[src/rtl/control_sequencer_pkg.sv]
// ============================================================================
//  Module   : control_sequencer_pkg
//  Purpose  : Shared state, opcode, instruction-class and immediate encodings
//             for the multicycle control sequencer.
//  Revision : 1.0  initial release
// ============================================================================
`default_nettype none

package control_sequencer_pkg;

    typedef logic [2:0] stateT;
    localparam stateT c_STATE_FETCH   = 3'd0;
    localparam stateT c_STATE_LATCH   = 3'd1;
    localparam stateT c_STATE_EXECUTE = 3'd2;
    localparam stateT c_STATE_LOAD_WB = 3'd3;
    localparam stateT c_STATE_HALT    = 3'd4;

    localparam logic [3:0] c_OP_RTYPE = 4'b0000;
    localparam logic [3:0] c_OP_ANDI  = 4'b0001;
    localparam logic [3:0] c_OP_ORI   = 4'b0010;
    localparam logic [3:0] c_OP_XORI  = 4'b0011;
    localparam logic [3:0] c_OP_MEM   = 4'b0100;
    localparam logic [3:0] c_OP_ADDI  = 4'b0101;
    localparam logic [3:0] c_OP_SUBI  = 4'b1001;
    localparam logic [3:0] c_OP_CMPI  = 4'b1011;
    localparam logic [3:0] c_OP_BEQ   = 4'b1100;
    localparam logic [3:0] c_OP_MOVI  = 4'b1101;
    localparam logic [3:0] c_OP_LUI   = 4'b1111;

    localparam logic [3:0] c_EXT_LOAD = 4'b0000;
    localparam logic [3:0] c_EXT_STOR = 4'b0100;
    localparam logic [3:0] c_EXT_STIO = 4'b0110;
    localparam logic [3:0] c_EXT_HALT = 4'b1000;

    typedef logic [3:0] instrClassT;
    localparam instrClassT c_CLASS_NOP   = 4'd0;
    localparam instrClassT c_CLASS_RTYPE = 4'd1;
    localparam instrClassT c_CLASS_IMM   = 4'd2;
    localparam instrClassT c_CLASS_CMPI  = 4'd3;
    localparam instrClassT c_CLASS_LOAD  = 4'd4;
    localparam instrClassT c_CLASS_STOR  = 4'd5;
    localparam instrClassT c_CLASS_STIO  = 4'd6;
    localparam instrClassT c_CLASS_BEQ   = 4'd7;
    localparam instrClassT c_CLASS_HALT  = 4'd8;

    localparam logic [1:0] c_IMM_RAW  = 2'b00;
    localparam logic [1:0] c_IMM_SIGN = 2'b01;
    localparam logic [1:0] c_IMM_ZERO = 2'b10;

    function automatic logic [15:0] signExtend8(input logic [7:0] value);
        return {{8{value[7]}}, value};
    endfunction

endpackage

`default_nettype wire

[src/rtl/control_sequencer_instruction_class_decoder.sv]
// ============================================================================
//  Module   : instruction_class_decoder
//  Purpose  : Combinational opcode/ext decode into instruction class and
//             immediate extension type.
//  Revision : 1.0  initial release
// ============================================================================
`default_nettype none

module instruction_class_decoder
    import control_sequencer_pkg::*;
(
    input  logic [3:0] i_opcode,
    input  logic [3:0] i_ext,
    output logic [3:0] o_instrClass,
    output logic [1:0] o_integerType
);

    always_comb begin
        o_instrClass  = c_CLASS_NOP;
        o_integerType = c_IMM_RAW;
        case (i_opcode)
            c_OP_RTYPE: o_instrClass = c_CLASS_RTYPE;
            c_OP_ADDI, c_OP_SUBI, c_OP_MOVI: begin
                o_instrClass  = c_CLASS_IMM;
                o_integerType = c_IMM_SIGN;
            end
            c_OP_CMPI: begin
                o_instrClass  = c_CLASS_CMPI;
                o_integerType = c_IMM_SIGN;
            end
            c_OP_ANDI, c_OP_ORI, c_OP_XORI: begin
                o_instrClass  = c_CLASS_IMM;
                o_integerType = c_IMM_ZERO;
            end
            c_OP_LUI: o_instrClass = c_CLASS_IMM;
            c_OP_MEM: begin
                case (i_ext)
                    c_EXT_LOAD: o_instrClass = c_CLASS_LOAD;
                    c_EXT_STOR: o_instrClass = c_CLASS_STOR;
                    c_EXT_STIO: o_instrClass = c_CLASS_STIO;
                    c_EXT_HALT: o_instrClass = c_CLASS_HALT;
                    default:    o_instrClass = c_CLASS_NOP;
                endcase
            end
            c_OP_BEQ: o_instrClass = c_CLASS_BEQ;
            default:  o_instrClass = c_CLASS_NOP;
        endcase
    end

endmodule

`default_nettype wire

[src/rtl/control_sequencer.sv]
// ============================================================================
//  Module   : control_sequencer
//  Purpose  : Multicycle fetch/execute/writeback sequencer owning PC and IR
//             and driving every datapath enable and select line.
//  Revision : 1.0  initial release
// ============================================================================
`default_nettype none

module control_sequencer
    import control_sequencer_pkg::*;
#(
    parameter logic [15:0] RESET_PC = 16'h0000,
    parameter logic [15:0] IO_BASE  = 16'hFF00
) (
    input  logic        clock,
    input  logic        reset,
    input  logic [15:0] memoryData,
    input  logic        zeroFlag,
    output logic [15:0] instruction,
    output logic [15:0] programCounter,
    output logic        blockRamReadEnable,
    output logic        blockRamWriteEnable,
    output logic        registerFileWriteEnable,
    output logic [1:0]  integerTypeSelectionLine,
    output logic        reg2OrImmediateSelectionLine,
    output logic        pcOrRegisterSelectionLine,
    output logic        addressFromRegOrDecoderSelectionLine,
    output logic        writeBackToRegRamOrALUSelectionLine,
    output logic        pcOrAluOutputRamReadSelectionLine,
    output logic [15:0] decoderRamWriteAddress,
    output logic [3:0]  registerWriteAddress,
    output logic        halted
);

    stateT       r_state;
    logic [15:0] r_pc;
    logic [15:0] r_ir;
    logic [3:0]  w_class;
    logic [1:0]  w_integerType;

    instruction_class_decoder u_decoder (
        .i_opcode      (r_ir[15:12]),
        .i_ext         (r_ir[7:4]),
        .o_instrClass  (w_class),
        .o_integerType (w_integerType)
    );

    always_ff @(posedge clock or negedge reset) begin
        if (!reset) begin
            r_state <= c_STATE_FETCH;
            r_pc    <= RESET_PC;
            r_ir    <= '0;
        end else begin
            case (r_state)
                c_STATE_FETCH: r_state <= c_STATE_LATCH;
                c_STATE_LATCH: begin
                    r_ir    <= memoryData;
                    r_pc    <= r_pc + 16'd1;
                    r_state <= c_STATE_EXECUTE;
                end
                c_STATE_EXECUTE: begin
                    case (w_class)
                        c_CLASS_LOAD: r_state <= c_STATE_LOAD_WB;
                        c_CLASS_HALT: r_state <= c_STATE_HALT;
                        c_CLASS_BEQ: begin
                            // Offset applies to the PC already advanced in LATCH.
                            if (zeroFlag) r_pc <= r_pc + signExtend8(r_ir[7:0]);
                            r_state <= c_STATE_FETCH;
                        end
                        default: r_state <= c_STATE_FETCH;
                    endcase
                end
                c_STATE_LOAD_WB: r_state <= c_STATE_FETCH;
                c_STATE_HALT:    r_state <= c_STATE_HALT;
                default:         r_state <= c_STATE_FETCH;
            endcase
        end
    end

    always_comb begin
        blockRamReadEnable                   = 1'b0;
        blockRamWriteEnable                  = 1'b0;
        registerFileWriteEnable              = 1'b0;
        integerTypeSelectionLine             = c_IMM_RAW;
        reg2OrImmediateSelectionLine         = 1'b0;
        pcOrRegisterSelectionLine            = 1'b0;
        addressFromRegOrDecoderSelectionLine = 1'b0;
        writeBackToRegRamOrALUSelectionLine  = 1'b0;
        pcOrAluOutputRamReadSelectionLine    = 1'b0;
        case (r_state)
            c_STATE_FETCH: begin
                // Reset parks the FSM in FETCH; keep the read quiet until released.
                blockRamReadEnable                = reset;
                pcOrAluOutputRamReadSelectionLine = reset;
            end
            c_STATE_EXECUTE: begin
                case (w_class)
                    c_CLASS_RTYPE: begin
                        pcOrRegisterSelectionLine           = 1'b1;
                        registerFileWriteEnable             = 1'b1;
                        writeBackToRegRamOrALUSelectionLine = 1'b1;
                    end
                    c_CLASS_IMM, c_CLASS_CMPI: begin
                        reg2OrImmediateSelectionLine        = 1'b1;
                        pcOrRegisterSelectionLine           = 1'b1;
                        integerTypeSelectionLine            = w_integerType;
                        writeBackToRegRamOrALUSelectionLine = 1'b1;
                        registerFileWriteEnable             = (w_class == c_CLASS_IMM);
                    end
                    c_CLASS_LOAD: begin
                        blockRamReadEnable        = 1'b1;
                        pcOrRegisterSelectionLine = 1'b1;
                    end
                    c_CLASS_STOR: blockRamWriteEnable = 1'b1;
                    c_CLASS_STIO: begin
                        blockRamWriteEnable                  = 1'b1;
                        addressFromRegOrDecoderSelectionLine = 1'b1;
                    end
                    default: ;
                endcase
            end
            c_STATE_LOAD_WB: registerFileWriteEnable = 1'b1;
            default: ;
        endcase
    end

    assign instruction            = r_ir;
    assign programCounter         = r_pc;
    assign decoderRamWriteAddress = IO_BASE + {12'h000, r_ir[3:0]};
    assign registerWriteAddress   = r_ir[11:8];
    assign halted                 = (r_state == c_STATE_HALT);

endmodule

`default_nettype wire

[config.mk]
export PLATFORM = sky130hd
export DESIGN_NAME = control_sequencer
export DESIGN_NICKNAME = d
export VERILOG_FILES = /design/src/rtl/control_sequencer_pkg.sv /design/src/rtl/control_sequencer_instruction_class_decoder.sv /design/src/rtl/control_sequencer.sv
export SDC_FILE = /design/constraint.sdc
export NUM_CORES = 1
export LEC_CHECK = 0
export CAP_MARGIN = 20
export CORE_MARGIN = 8
export CORE_UTILIZATION = 40
export DETAILED_ROUTE_END_ITERATION = 8
export GPL_TIMING_DRIVEN = 0
export HOLD_SLACK_MARGIN = 0.1
export PLACE_DENSITY = 0.86
export SYNTH_ARGS = -nofsm -noshare
export SYNTH_HDL_FRONTEND = slang
export SYNTH_SLANG_ARGS = --single-unit
export TNS_END_PERCENT = 5
[constraint.sdc]
create_clock -name clock -period 2.7 [get_ports clock]
set_input_delay 0.54 -clock clock [delete_from_list [all_inputs] [get_ports clock]]
set_output_delay 0.54 -clock clock [all_outputs]
set_load 0.03 [all_outputs]
* Word-level counts from Yosys, hierarchy flattened
Cells that the tools add are included.
** Storage, ports and cells
- Flip-flop bits (word level) :: 35
- Bits of input ports :: 19
** Cells by class
- Add/subtract/negate cells :: 3
- Equal/unequal tests :: 27
- Mux-type cells :: 25
- Reduce and logical (&&, ||, !) cells :: 12
** Operators with widths (count)
- equality test 4 x 3 -> 1 bit, second input constant :: 8
- two-way mux 16 bit :: 2
- one-hot mux 16 bit (2 select lines) :: 1
- equality test 4 bit, second input constant :: 7
- one-hot mux 4 bit (5 select lines) :: 1
- adder 16 x 1 -> 16 bit, second input constant :: 1
- adder 16 bit :: 1
- equality test 4 x 2 -> 1 bit, second input constant :: 4
- one-hot mux 4 bit (4 select lines) :: 1
- two-way mux 1 bit :: 12
- one-hot mux 3 bit (4 select lines) :: 1
- adder 9 x 5 -> 10 bit, first input constant :: 1
- equality test 4 x 1 -> 1 bit, second input constant :: 2
- logical NOT 4 bit :: 2
- OR reduction 4 bit :: 2
- OR reduction 7 bit :: 1
- equality test 3 x 2 -> 1 bit, second input constant :: 2
- one-hot mux 1 bit (2 select lines) :: 3
- one-hot mux 3 bit (2 select lines) :: 1
- OR reduction 3 bit :: 2
- two-way mux 2 bit :: 2
- one-hot mux 2 bit (2 select lines) :: 1
- OR reduction 2 bit :: 2
- equality test 3 x 1 -> 1 bit, second input constant :: 1
- 6 further kinds :: 6

* Longest topological paths before layout
- Depth after elaboration :: 7
- Mapped depth :: 13

* Cells and area by module
From an unflattened synthesis, not the netlist that was laid out.
** Unflattened totals
- Cell total of the unflattened synthesis :: 233
- Area total of the unflattened synthesis :: 2273.4 sq um
** By module, submodules not included
- control_sequencer :: instances 1, cells an instance 211, area an instance 2137.0 sq um, seq. area each 875.8 sq um
- instruction_class_decoder :: instances 1, cells an instance 22, area an instance 136.4 sq um, seq. area each 0.0 sq um

* Least setup slack after synthesis
No wires, ideal clock.
- Kind :: reg-to-reg
- Start :: register r_state[2]
- End :: register r_pc[12] (netlist: programCounter[12])
- Arrival time :: 2.628 ns
- Required time :: 2.578 ns
- Slack :: -0.049 ns
- Cell stages (with the launch flop) :: 14
- Buffers on the path :: 1
- Period minus slack after synthesis :: 2.749 ns
- Cells stage by stage :: dfrtp_1 > nor2b_4 > nor2b_1 > buf_2 > nand2b_1 > ha_1 > inv_1 > fa_1 > nand2b_1 > a21oi_1 > nor2_1 > a21oi_1 > or4b_1 > a32o_1
** Between the ends
- Word-level cells in the longest chain between the ends :: 3
** RTL lines
- start: declaration :: RTL line control_sequencer.sv:35 : stateT r_state;
- start signal: assignment :: RTL line control_sequencer.sv:50 : r_state <= c_STATE_FETCH;
- start signal: assignment :: RTL line control_sequencer.sv:55 : c_STATE_FETCH: r_state <= c_STATE_LATCH;
- start signal: assignment :: RTL line control_sequencer.sv:59 : r_state <= c_STATE_EXECUTE;
- equality test 3 x 2 -> 1 bit or equality test 3 x 1 -> 1 bit (tied branches) :: RTL line control_sequencer.sv:54 : case (r_state)
- inequality test 2 x 1 -> 1 bit (no source line), or another cell as far along
- AND reduction 3 bit (no source line)
- end signal: assignment :: RTL line control_sequencer.sv:58 : r_pc <= r_pc + 16'd1;
- end signal: assignment :: RTL line control_sequencer.sv:67 : if (zeroFlag) r_pc <= r_pc + signExtend8(r_ir[7:0]);
- end: declaration :: RTL line control_sequencer.sv:36 : logic [15:0] r_pc;
Parallel ways exist; a longest one is shown, timed or not.
A chain may end at the register's enable or synchronous reset.

* Worst setup path after layout
Same ends and word-level chain as after synthesis.

==> impl_metrics.py <==
metrics = {
    "run_status": {
        "outcome": "finished, violations left",
        "violations": "setup timing",
    },
    "synth": {
        "syn_area_per_cell_um2": 9.18,
        "ys.warnings.count": 0,
        "ys_types": 54,
        "synth_area_leader_cell": "dfrtp_1",
        "synth_area_leaders": "dfrtp_1, ha_1, mux2_2",
        "synth-seq-cells": 35,
        "synth_flop_cell": "dfrtp_1",
        "syn-cell-area_mm2": 0.00256,
        "ys_seq_area_share_pct": 34.2,
        "synth_edf_count": 0,
        "synth_commonest_cells": "dfrtp_1, nand2_1, buf_4",
        "syn_inst": 279,
        "yosysMostFrequentCell": "dfrtp_1",
        "async_flop_share_pct": 100,
        "synth_top_area_share_pct": 34.2,
    },
    "floorplan": {
        "dieHeight_um": 96.0,
        "num_io_pins": 82,
        "rows": 29,
        "dieArea_mm2": 0.00922,
        "core_mm2": 0.00628,
        "fp.dieW_um": 96.0,
        "initial_core_util_pct": 40.8,
    },
    "layout": {
        "drive_gt1_share_pct": 25.7,
        "antenna_cells": 0,
        "finalNonFillerCells": 451,
        "area_growth_pct": 41.4,
        "layout.nets": 408,
        "design_area_mm2": 0.00362,
        "n_fill_cell": 524,
    },
    "timing": {
        "clock_skew_ns": 0.00742,
        "max_freq_ghz": 0.361,
        "final-hold-violation-count": 0,
        "worst_pin_slew_ns": 0.502,
        "max_slew_margin_pct": 66.5,
        "rsz0062_at_grt": "yes",
        "layout_setup_ws_ns": -0.0664,
        "period_share_pct": 102,
        "setup_violations": 2,
        "setup_tns_ns": -0.0841,
        "period_minus_slack_ns": 2.77,
        "drv_slew": 0,
    },
    "global_route": {
        "grt_usage_pct": 15.5,
        "overflow": 0,
        "grt_pass1_vias": 2442,
        "grt_max_degree": 37,
        "antenna_found_initial": 0,
        "grt_pass1_wl_mm": 11.4,
    },
    "power_and_ir_drop": {
        "ir_drop_mv": 0.898,
        "powerDensity_mw_per_mm2": 1280,
        "power_leakage_uw": 0.00165,
    },
    "min_path": {
        "hold_path_class": "in -> async",
    },
    "placement": {
        "dp.cells": 435,
        "hpwl_mm": 5.10,
        "placed_area_mm2": 0.00339,
        "portBuffers": 69,
        "place.gp.congestion": 0.850,
    },
    "setup_path": {
        "crit_fanout": 8,
        "r2r_slack_ns": -0.07,
        "cp.required_ns": 2.88,
        "end_kind": "register",
        "crit_arrival_ns": 2.95,
        "path_class": "reg -> reg",
        "cp-start-kind": "register",
    },
    "routing": {
        "route.detailed.drc": 0,
        "drt-total-wl_mm": 7.27,
        "vias": 2357,
        "firstDrtPassIters": 4,
        "routed_via_density": 5.23,
        "antenna_left": 0,
        "drt-wirelength-per-cell_um": 16.1,
        "drt-initial-drc-count": 103,
    },
    "clock_tree": {
        "cts_buffer_depth": 2,
        "path_clk_slew_ns": 0.08,
        "cts.htree.levels": 2,
        "worstSkewPairLatency_ns": 0.29,
        "cts-root-buf": "clkbuf_8",
        "cts_tree": "yes",
        "cts.sinks": 35,
        "cts_buffers": 5,
    },
    "job": {
        "maxCapViolCount": 0,
    },
}
## critical path: stages (launching register included)
cell	delay, ns
dfrtp_2	0.43
nor2b_4	0.15
nor2b_4	0.20
buf_6	0.14
and2_1	0.20
ha_4	0.25
o21a_1	0.19
o211ai_1	0.28
a21oi_4	0.08
or4b_1	0.48
a32o_1	0.26
## path summary, 6_finish.rpt
path,cells past startpoint,end,start
worst max-delay path,10,programCounter[12],r_state[2]
worst min-delay path,1,programCounter[0],reset
worst max register to register,10,programCounter[12],r_state[2]
worst min register to register,1,programCounter[15],programCounter[15]
max in group asynchronous,1,instruction[7],reset
min in group clock,1,programCounter[15],programCounter[15]
## where the power goes
part           total (uW)  internal (uW)  switching (uW)  leakage (uW)
combinational        3190           1430            1750       0.00118
sequential           1060            763             299      0.000428
clock                 377            181             196     0.0000422
## layout by cell type, fill, tap and decap left out, types with 3 or more instances in the layout
cell / count
a21o_1: 6
nand2_1: 32
nor2_1: 10
nor3_1: 4
nor2b_4: 3
dfrtp_1: 30
o21ai_0: 17
o21ai_1: 3
nand3_1: 6
nor2b_1: 5
buf_4: 31
nand2b_1: 3
or2_1: 3
o21a_1: 6
nand4_1: 3
conb_1: 12
ha_1: 13
o31ai_1: 3
mux2_2: 16
inv_1: 6
or3_1: 4
a21oi_1: 15
buf_2: 4
clkbuf_1: 3
dfrtp_2: 5
xor2_1: 8
buf_6: 5
clkdlybuf4s50_1: 59
and2_1: 5
clkbuf_8: 5
## cell families (layout without fill, tap and decap cells)
family | count (synthesis) | after routing | synth area share (%)
and+or+nand+nor | 91 | 91 | 18.5
AOI/OAI and AO/OA | 71 | 71 | 18.5
buffers and inverters | 37 | 122 | 9.57
DFF | 35 | 35 | 34.2
muxes | 17 | 17 | 7.47
adders and majority gates | 16 | 16 | 8.11
xor gates and xnor gates | 10 | 10 | 3.42
other | 2 | 12 | 0.293
## state kept, by name, summed over array words and instances (netlist names)
register,flops
instruction,16
r_state,3
programCounter,16
## final cells by class
class / count / area, um2 / share of cell area, %
clock inverters: 1 / 5.00 / 0.138
plain buffers: 29 / 221 / 6.11
repair buffers: 77 / 727 / 20.1
inverters: 8 / 31.3 / 0.863
clock buffers: 7 / 76.3 / 2.11
flip-flops and latches: 35 / 882 / 24.3
well taps: 77 / 96.3 / 2.66
multi-input cells: 217 / 1580 / 43.7
## routing by layer
layer  track usage (%)  vias up  wire [um]
met5                 0        -          0
met4              5.89        0        125
met3              6.94       15        712
met2              26.7       99       3590
met1              16.3     1099       2840
li1                  -     1144          -
## through the flow
step                util [%]  hold slack (ns)  setup slack (ns)  power [uW]
finish                  57.7            0.240           -0.0664        4630
global route            57.7            0.273            -0.193        4940
CTS                     56.1            0.360           -0.0798        4460
detailed placement      54.0            0.478            -0.311        4020
global placement        54.1            0.458             -1.02        3930
floorplan                  -            0.244            0.0146        3000
## what timing repair did
action,in CTS,in global routing
pin swaps,1,8
resized for setup,41,33
endpoints found under the setup margin,17,18
hold buffers,0,0
cloned,0,0
setup buffers,3,5
No activity file was read; power rests on OpenSTA's default activity.
